## src/rtl/stride_read_engine.sv

```systemverilog
// stride_read_engine: multi-channel strided read request generator feeding one shared FWFT request FIFO; `define STRIDE_READ_ENGINE_ABORT_EN adds cfg_abort
module stride_read_engine #(
  parameter int ENGINE_ID     = 0,
  parameter int NUM_CHANNELS  = 4,
  parameter int COUNTER_WIDTH = 32,
  parameter int ADDR_WIDTH    = 64,
  parameter int FIFO_DEPTH    = 16
) (
  input  logic                                  ap_clk,
  input  logic                                  areset,
  input  logic [NUM_CHANNELS-1:0]               cfg_valid,
  output logic [NUM_CHANNELS-1:0]               cfg_ready,
  input  logic [NUM_CHANNELS*ADDR_WIDTH-1:0]    cfg_base_address,
  input  logic [NUM_CHANNELS*COUNTER_WIDTH-1:0] cfg_start,
  input  logic [NUM_CHANNELS*COUNTER_WIDTH-1:0] cfg_end,
  input  logic [NUM_CHANNELS*COUNTER_WIDTH-1:0] cfg_stride,
  input  logic [NUM_CHANNELS-1:0]               cfg_decrement,
`ifdef STRIDE_READ_ENGINE_ABORT_EN
  input  logic [NUM_CHANNELS-1:0]               cfg_abort,
`endif
  output logic                                  req_valid,
  input  logic                                  req_ready,
  output logic [7:0]                            req_cu_id,
  output logic [2:0]                            req_channel,
  output logic [ADDR_WIDTH-1:0]                 req_base_address,
  output logic [COUNTER_WIDTH-1:0]              req_address_offset,
  output logic                                  req_last,
  output logic [NUM_CHANNELS-1:0]               chan_done,
  output logic                                  busy
);
  localparam int NC = NUM_CHANNELS;
  localparam int CW = COUNTER_WIDTH;
  localparam int AW = ADDR_WIDTH;
  localparam int PW = $clog2(FIFO_DEPTH);
  typedef enum logic [2:0] {S_RESET, S_IDLE, S_SETUP, S_BUSY, S_PAUSE, S_DONE} state_t;
  typedef struct packed {
    logic [2:0]    ch;
    logic [AW-1:0] base;
    logic [CW-1:0] off;
    logic          last;
  } entry_t;
  state_t        state_q [NC], state_d [NC];
  logic [AW-1:0] base_q [NC], base_d [NC];
  logic [CW-1:0] idx_q [NC], idx_d [NC];
  logic [CW-1:0] end_q [NC], end_d [NC];
  logic [CW-1:0] stride_q [NC], stride_d [NC];
  logic [NC-1:0] dec_q, dec_d, cfg_ready_q, cfg_ready_d, chan_done_q, chan_done_d;
  logic [NC-1:0] abort, want, gnt;
  logic [2:0]    last_q, last_d, gnt_ch;
  logic          gnt_any, fin, dn, hold, pop;
  logic [CW-1:0] cur, stp, lim;
  logic [AW-1:0] bsel;
  logic [CW:0]   nxt;
  logic [PW:0]   cnt_q, cnt_d;
  logic [PW-1:0] wr_q, wr_d, rd_q, rd_d;
  entry_t        mem_q [FIFO_DEPTH];
  entry_t        wr_entry, head;
`ifdef STRIDE_READ_ENGINE_ABORT_EN
  assign abort = cfg_abort;
`else
  assign abort = '0;
`endif
  // The threshold leaves room for the grant already in flight when a channel is told to pause
  assign hold      = cnt_q >= (PW+1)'(FIFO_DEPTH - 2);
  assign pop       = req_valid & req_ready;
  assign req_valid = cnt_q != '0;
  assign head      = mem_q[rd_q];
  assign req_cu_id          = req_valid ? 8'(ENGINE_ID) : 8'h0;
  assign req_channel        = req_valid ? head.ch : 3'h0;
  assign req_base_address   = req_valid ? head.base : '0;
  assign req_address_offset = req_valid ? head.off : '0;
  assign req_last           = req_valid & head.last;
  assign cfg_ready = cfg_ready_q;
  assign chan_done = chan_done_q;
  // Round-robin grant among BUSY channels, starting after the last granted one
  always_comb begin
    gnt_any = 1'b0;
    gnt = '0;
    gnt_ch = last_q;
    for (int i = 0; i < NC; i++) want[i] = state_q[i] == S_BUSY && !abort[i];
    for (int k = 1; k <= NC; k++)
      for (int i = 0; i < NC; i++)
        if (!gnt_any && want[i] && i == (int'(last_q) + k) % NC) begin
          gnt_any = 1'b1;
          gnt[i] = 1'b1;
          gnt_ch = 3'(i);
        end
  end
  // Step the granted channel's index; an extra carry/borrow bit catches wrap so it ends the descriptor
  always_comb begin
    cur = '0;
    stp = '0;
    lim = '0;
    bsel = '0;
    dn = 1'b0;
    for (int i = 0; i < NC; i++)
      if (gnt[i]) begin
        cur = idx_q[i];
        stp = stride_q[i];
        lim = end_q[i];
        bsel = base_q[i];
        dn = dec_q[i];
      end
    nxt = dn ? {1'b0, cur} - {1'b0, stp} : {1'b0, cur} + {1'b0, stp};
    fin = stp == '0 || nxt[CW] || (dn ? nxt[CW-1:0] < lim : nxt[CW-1:0] > lim);
    wr_entry = '{ch: gnt_ch, base: bsel, off: cur, last: fin};
  end
  // Per-channel descriptor FSMs; start is loaded into the index at acceptance so SETUP only checks for an empty range
  always_comb begin
    for (int i = 0; i < NC; i++) begin
      state_d[i] = state_q[i];
      base_d[i] = base_q[i];
      idx_d[i] = idx_q[i];
      end_d[i] = end_q[i];
      stride_d[i] = stride_q[i];
      dec_d[i] = dec_q[i];
      case (state_q[i])
        S_RESET: state_d[i] = S_IDLE;
        S_IDLE: if (cfg_valid[i]) begin
          state_d[i] = S_SETUP;
          base_d[i] = cfg_base_address[i*AW +: AW];
          idx_d[i] = cfg_start[i*CW +: CW];
          end_d[i] = cfg_end[i*CW +: CW];
          stride_d[i] = cfg_stride[i*CW +: CW];
          dec_d[i] = cfg_decrement[i];
        end
        S_SETUP: state_d[i] = (dec_q[i] ? idx_q[i] < end_q[i] : idx_q[i] > end_q[i]) ? S_DONE : S_BUSY;
        S_BUSY: begin
          idx_d[i] = gnt[i] ? nxt[CW-1:0] : idx_q[i];
          state_d[i] = gnt[i] && fin ? S_DONE : hold ? S_PAUSE : S_BUSY;
        end
        S_PAUSE: state_d[i] = hold ? S_PAUSE : S_BUSY;
        default: state_d[i] = S_IDLE;
      endcase
      if (abort[i] && (state_q[i] == S_SETUP || state_q[i] == S_BUSY || state_q[i] == S_PAUSE)) state_d[i] = S_DONE;
      cfg_ready_d[i] = state_d[i] == S_IDLE;
      chan_done_d[i] = state_d[i] == S_DONE;
    end
  end
  // Shared FIFO pointers, occupancy and arbiter memory
  always_comb begin
    cnt_d = cnt_q + (PW+1)'(gnt_any) - (PW+1)'(pop);
    wr_d = wr_q + PW'(gnt_any);
    rd_d = rd_q + PW'(pop);
    last_d = gnt_any ? gnt_ch : last_q;
  end
  // Busy while any descriptor is in flight or requests remain queued
  always_comb begin
    busy = req_valid;
    for (int i = 0; i < NC; i++) busy = busy | (state_q[i] != S_RESET && state_q[i] != S_IDLE);
  end
  // State registers; reset discards everything in flight
  always_ff @(posedge ap_clk or posedge areset)
    if (areset) begin
      for (int i = 0; i < NC; i++) begin
        state_q[i] <= S_RESET;
        base_q[i] <= '0;
        idx_q[i] <= '0;
        end_q[i] <= '0;
        stride_q[i] <= '0;
      end
      dec_q <= '0;
      cfg_ready_q <= '0;
      chan_done_q <= '0;
      last_q <= 3'(NC - 1);
      cnt_q <= '0;
      wr_q <= '0;
      rd_q <= '0;
    end else begin
      state_q <= state_d;
      base_q <= base_d;
      idx_q <= idx_d;
      end_q <= end_d;
      stride_q <= stride_d;
      dec_q <= dec_d;
      cfg_ready_q <= cfg_ready_d;
      chan_done_q <= chan_done_d;
      last_q <= last_d;
      cnt_q <= cnt_d;
      wr_q <= wr_d;
      rd_q <= rd_d;
    end
  // FIFO storage needs no reset; its contents are only visible while occupancy is non-zero
  always_ff @(posedge ap_clk)
    if (gnt_any) mem_q[wr_q] <= wr_entry;
endmodule

```

## config.mk

```make
export PLATFORM = sky130hd
export DESIGN_NAME = stride_read_engine
export DESIGN_NICKNAME = d
export VERILOG_FILES = /design/src/rtl/stride_read_engine.sv
export SDC_FILE = /design/constraint.sdc
export NUM_CORES = 2
export LEC_CHECK = 0
export CAP_MARGIN = 15
export CORE_ASPECT_RATIO = 1.5
export CORE_UTILIZATION = 45
export CTS_CLUSTER_SIZE = 10
export DETAILED_ROUTE_END_ITERATION = 6
export PLACE_DENSITY_LB_ADDON = 0.25
export SYNTH_ARGS = -nofsm -noshare
export SYNTH_HDL_FRONTEND = slang
export SYNTH_SLANG_ARGS = --single-unit
```

## constraint.sdc

```tcl
create_clock -name ap_clk -period 30.7 [get_ports ap_clk]
set_input_delay 4.605 -clock ap_clk [delete_from_list [all_inputs] [get_ports ap_clk]]
set_output_delay 4.605 -clock ap_clk [all_outputs]
set_load 0.005 [all_outputs]
```

# Word-level counts from Yosys, hierarchy flattened
# Memories as Yosys holds them, arrays and structs flattened.
# Index checks and enable logic that the tools add are counted.
dict set report word_totals {
  wordCells 299
  n_memories 1
  input_bits 651
  mem_bits_rw 1600
  reg_bits 680
}
# name words width read_ports rd_ports_with_merged_regs wr line_no
set mem_list {}
lappend mem_list {mem_q 16 100 1 0 1 56} ;# entry_t mem_q [FIFO_DEPTH];
dict set report op_classes {
  reduce_logical 82
  muxes 107
  order_cmp 11
  n_addsub 10
  n_eq_ne 48
  bitwise_logic 10
}
# cell n
set op_table {}
lappend op_table {{$mux W32} 21}
lappend op_table {{$mux W64} 5}
lappend op_table {{$pmux W32 S2} 4}
lappend op_table {{$gt A32 B32 Y1} 5}
lappend op_table {{$logic_not A32 Y1} 5}
lappend op_table {{$lt A32 B32 Y1} 5}
lappend op_table {{$mux W3} 30}
lappend op_table {{$pmux W3 S4} 4}
lappend op_table {{$mux W1} 42}
lappend op_table {{$logic_and A1 B1 Y1} 39}
lappend op_table {{$add A32 B32 Y33} 1}
lappend op_table {{$mux W33} 1}
lappend op_table {{$sub A32 B32 Y33} 1}
lappend op_table {{$eq A3 B1 Y1 const B} 8}
lappend op_table {{$eq A3 B2 Y1 const B} 8}
lappend op_table {{$eq A3 B3 Y1 const A} 8}
lappend op_table {{$eq A3 B3 Y1 const B} 8}
lappend op_table {{$logic_not A1 Y1} 15}
lappend op_table {{$eq A2 B3 Y1 const A} 4}
lappend op_table {{$ne A3 B1 Y1 const B} 4}
lappend op_table {{$reduce_and A3 Y1} 4}
lappend op_table {{$reduce_bool A3 Y1} 4}
lappend op_table {{$add A4 B1 Y4} 2}
lappend op_table {{$ne A2 B1 Y1 const B} 4}
lappend op_table {{14 further kinds} 36}

# Logic depth before layout (Yosys ltp)
dict set report logic_depth {
  depth_word 76
  ltp_mapped 43
  mapped_depth_nobuf 36
}

# Least setup slack after synthesis
# No wires, ideal clock.
dict set report synth_path {
  kind {register to register}
  startpoint {register last_q[1]}
  endpoint {register chan_done_q[1] (netlist: chan_done[1])}
  arrival_ns 9.157
  slack_ns 21.419
  setup_ns 0.125
  period_less_slack_ns 9.281
  path_stages_with_launch 43
  cell_sequence {dfstp_2 > buf_2 > nor2b_1 > a21oi_1 > o32a_1 > buf_2 > clkbuf_1 > buf_2 > clkbuf_1 > buf_1 > clkbuf_1 > nand2_1 > o21ai_0 > ha_1 > o31ai_1 > a221oi_1 > a22oi_1 > or2_2 > [7 not listed] > a21o_1 > a41o_1 > a2111oi_0 > o31ai_1 > a21oi_1 > xor2_1 > inv_1 > ha_1 > nand4_1 > nor3_1 > and4_1 > a311o_1 > a311oi_1 > a31oi_1 > nor3b_1 > o2bb2ai_4 > o32a_2 > nor3b_2}
}
# element line_no
set synth_lines {}
lappend synth_lines {{start, declared} 49} ;# logic [2:0] last_q, last_d, gnt_ch;
lappend synth_lines {{start signal, assigned} 165} ;# last_q <= 3'(NC - 1);
lappend synth_lines {{start signal, assigned} 178} ;# last_q <= last_d;
lappend synth_lines {{end signal, assigned} 177} ;# chan_done_q <= chan_done_d;
lappend synth_lines {{end, declared} 47} ;# logic [NC-1:0] dec_q, dec_d, cfg_ready_q, cfg_ready_d, chan_done_q, chan_done_d;

==> results.ini <==
[clocking]
cts_root_buf = clkbuf_16
htreeDepth = 5
clock_path_buffers = 4
ctsHoldBuffers = 0
post_cts_resized = 0
cts_tree = done
clk_pin_slew_worst_paths_ps = 50
cts_setup_buffers = 0
cts_buffers = 272
clock_latency_ps = 850
cts_sinks = 2280

[die]
io_pins = 769
core-area_mm2 = 0.214
die_h_um = 571
die-area_mm2 = 0.218
initial_utilization_pct = 45.3
die_w_um = 381
rows = 208

[finish]
drive_gt1_share_pct = 20.5
fin_area_mm2 = 0.116
fillers = 17137
area_growth_pct = 19.7
nets = 7689
finalCoreUtilization_pct = 54.3

[timing]
worst_pin_slew_ps = 1290
skew_ps = 74.4
setup_violations = 0
maxSlewHeadroom_pct = 13.7
holdWs_ps = 475
period_minus_slack_ps = 11620
period_share_pct = 37.8
fin_tns_setup_ps = 0
hold_viol = 0
fmax_mhz = 86.1
rsz0062_at_grt = no
final-max-slew-violation-count = 0

[synthesis]
synth_cells = 5971
ys_async_sr_fraction_pct = 29.8
syn_avg_cell_area_um2 = 16.3
yosysMostFrequentCell = edfxtp_1
synth_area_leaders = edfxtp_1, dfrtp_1, mux4_2
syn_area_mm2 = 0.0972
yosysWarnings = 0
ys_seq_area_share_pct = 66.9
yosys.area.top_type = edfxtp_1
synth_top_cell_area_share_pct = 49.4
synthFlopType = edfxtp_1
synth_cell_types = 93
ys_top_cells_by_count = edfxtp_1, dfrtp_1, mux4_2
ys_ff_latch = 2280
synth_enable_flop_cells = 1600

[min_path]
hold_depth = 1
holdCritStartpoint = last_q[2]
min_to = last_q[2]
min_path_type = flip-flop to flip-flop

[global_route]
grt_pass1_wl_um = 438000
grt_max_degree = 162
track_usage_pct = 28.0
antenna_found_initial = 36
grt_pass1_vias = 61288
grt-ovfl-total = 0

[job]
max_cap_violations = 0

[placement]
port_buffers = 760
hpwlAfterDp_um = 198000
place.gp.congestion = 0.953
detailed_place.area_mm2 = 0.108

[drt]
viasPerCell = 6.05
avgRoutedWirePerCell_um = 31.3
initialDrtViolationCount = 5808
routed_wl_um = 307000
ant_nets = 0
drc_errors = 11
firstDrtPassIters = 7
vias = 59359

[worst_setup_path]
crit_slowest_cell = and3b_1
path_common_cell = ha_1
r2r-end = chan_done[1]
worstRegToRegCells = 36
crit_path_end_kind = flip-flop
critical_path.startpoint = state_q[8]
cp.arrival_ps = 12330
r2r_start = state_q[8]
path_class = flip-flop to flip-flop
crit_required_ps = 31410
cp-start-kind = flip-flop
reg2reg_setup_slack_ps = 19080
critPathMaxFanout = 41
slowest_delay_ps = 1010

[run_status]
status = finished, violations left
violations = design-rule violations

-- worst max path at each step --
stage,to,slack (ps)
after floorplan,base_q[0],7040
after global placement,cfg_ready[1],19100
after detailed placement,cfg_ready[1],19060
after CTS,cfg_ready[1],19050
after global routing,chan_done[1],18570
final,chan_done[1],19080
-- state kept, by name, indices dropped and copies added, names as in the netlist --
register   count
end_q        128
rd_q           4
base_q       256
mem_q       1600
dec_q          4
idx_q        128
last_q         3
cnt_q          5
wr_q           4
state_q       12
cfg_ready      4
chan_done      4
stride_q     128
-- critical path: cells and delay by family (launching register included) --
kind | cells | cell delay, ps
simple gates | 10 | 3100
compound gates | 19 | 5810
fa+ha+maj | 3 | 960
xor+xnor | 2 | 720
buf+inv | 2 | 390
flops | 1 | 440
-- cells by family (layout without fill, tap and decap cells) --
group                      Yosys count  after routing  share of synthesized area [%]
buffers and inverters              546           1524                           2.21
AOI/OAI and AO/OA                  969            969                           6.53
xor gates and xnor gates            61             61                          0.550
adders and majority gates          208            208                           2.69
other                                1             26                        0.00386
muxes                              915            915                           16.4
DFF                               2280           2280                           66.9
and+or+nand+nor                    991            991                           4.71
-- metal layers --
layer	track usage [%]	part of all wire, %
met1	36.0	39
met2	45.7	48
met3	5.67	8.2
met4	13.1	5.2
met5	0	0.067
-- layout make-up --
type	count	area, um^2	area share, %
tap	2835	3550	3.05
antenna	18	45.0	0.0387
inverter	191	727	0.625
clock buffer	386	7470	6.42
multi-input combinational	3152	30200	26.0
sequential	2280	65100	55.9
clock inverter	14	133	0.114
timing repair buffer	933	9110	7.83
-- placed cells by master (no fill, tap or decap), types with 31 or more instances in the layout --
cell,instances
a21o_1,47
a21oi_1,258
a222oi_1,152
and2_1,105
buf_4,151
clkbuf_1,102
clkbuf_16,282
clkdlybuf4s50_1,760
dfrtp_1,674
edfxtp_1,1600
ha_1,206
inv_1,189
mux2_2,393
mux4_2,500
nand2_1,377
nand3_1,48
nand4_1,31
nor2_1,269
o21ai_0,319
xnor2_1,31
-- through the flow --
step | setup WS (ps) | std cells
floorplan | 7040 | 5978
global placement | 19100 | 9360
detailed placement | 19060 | 9363
CTS | 19050 | 9763
global route | 18570 | 9794
finish | 19080 | 9809
Power is left out: the tool's default activity adds up to more than one toggle a clock period on the data nets, which glitch-free logic cannot reach.
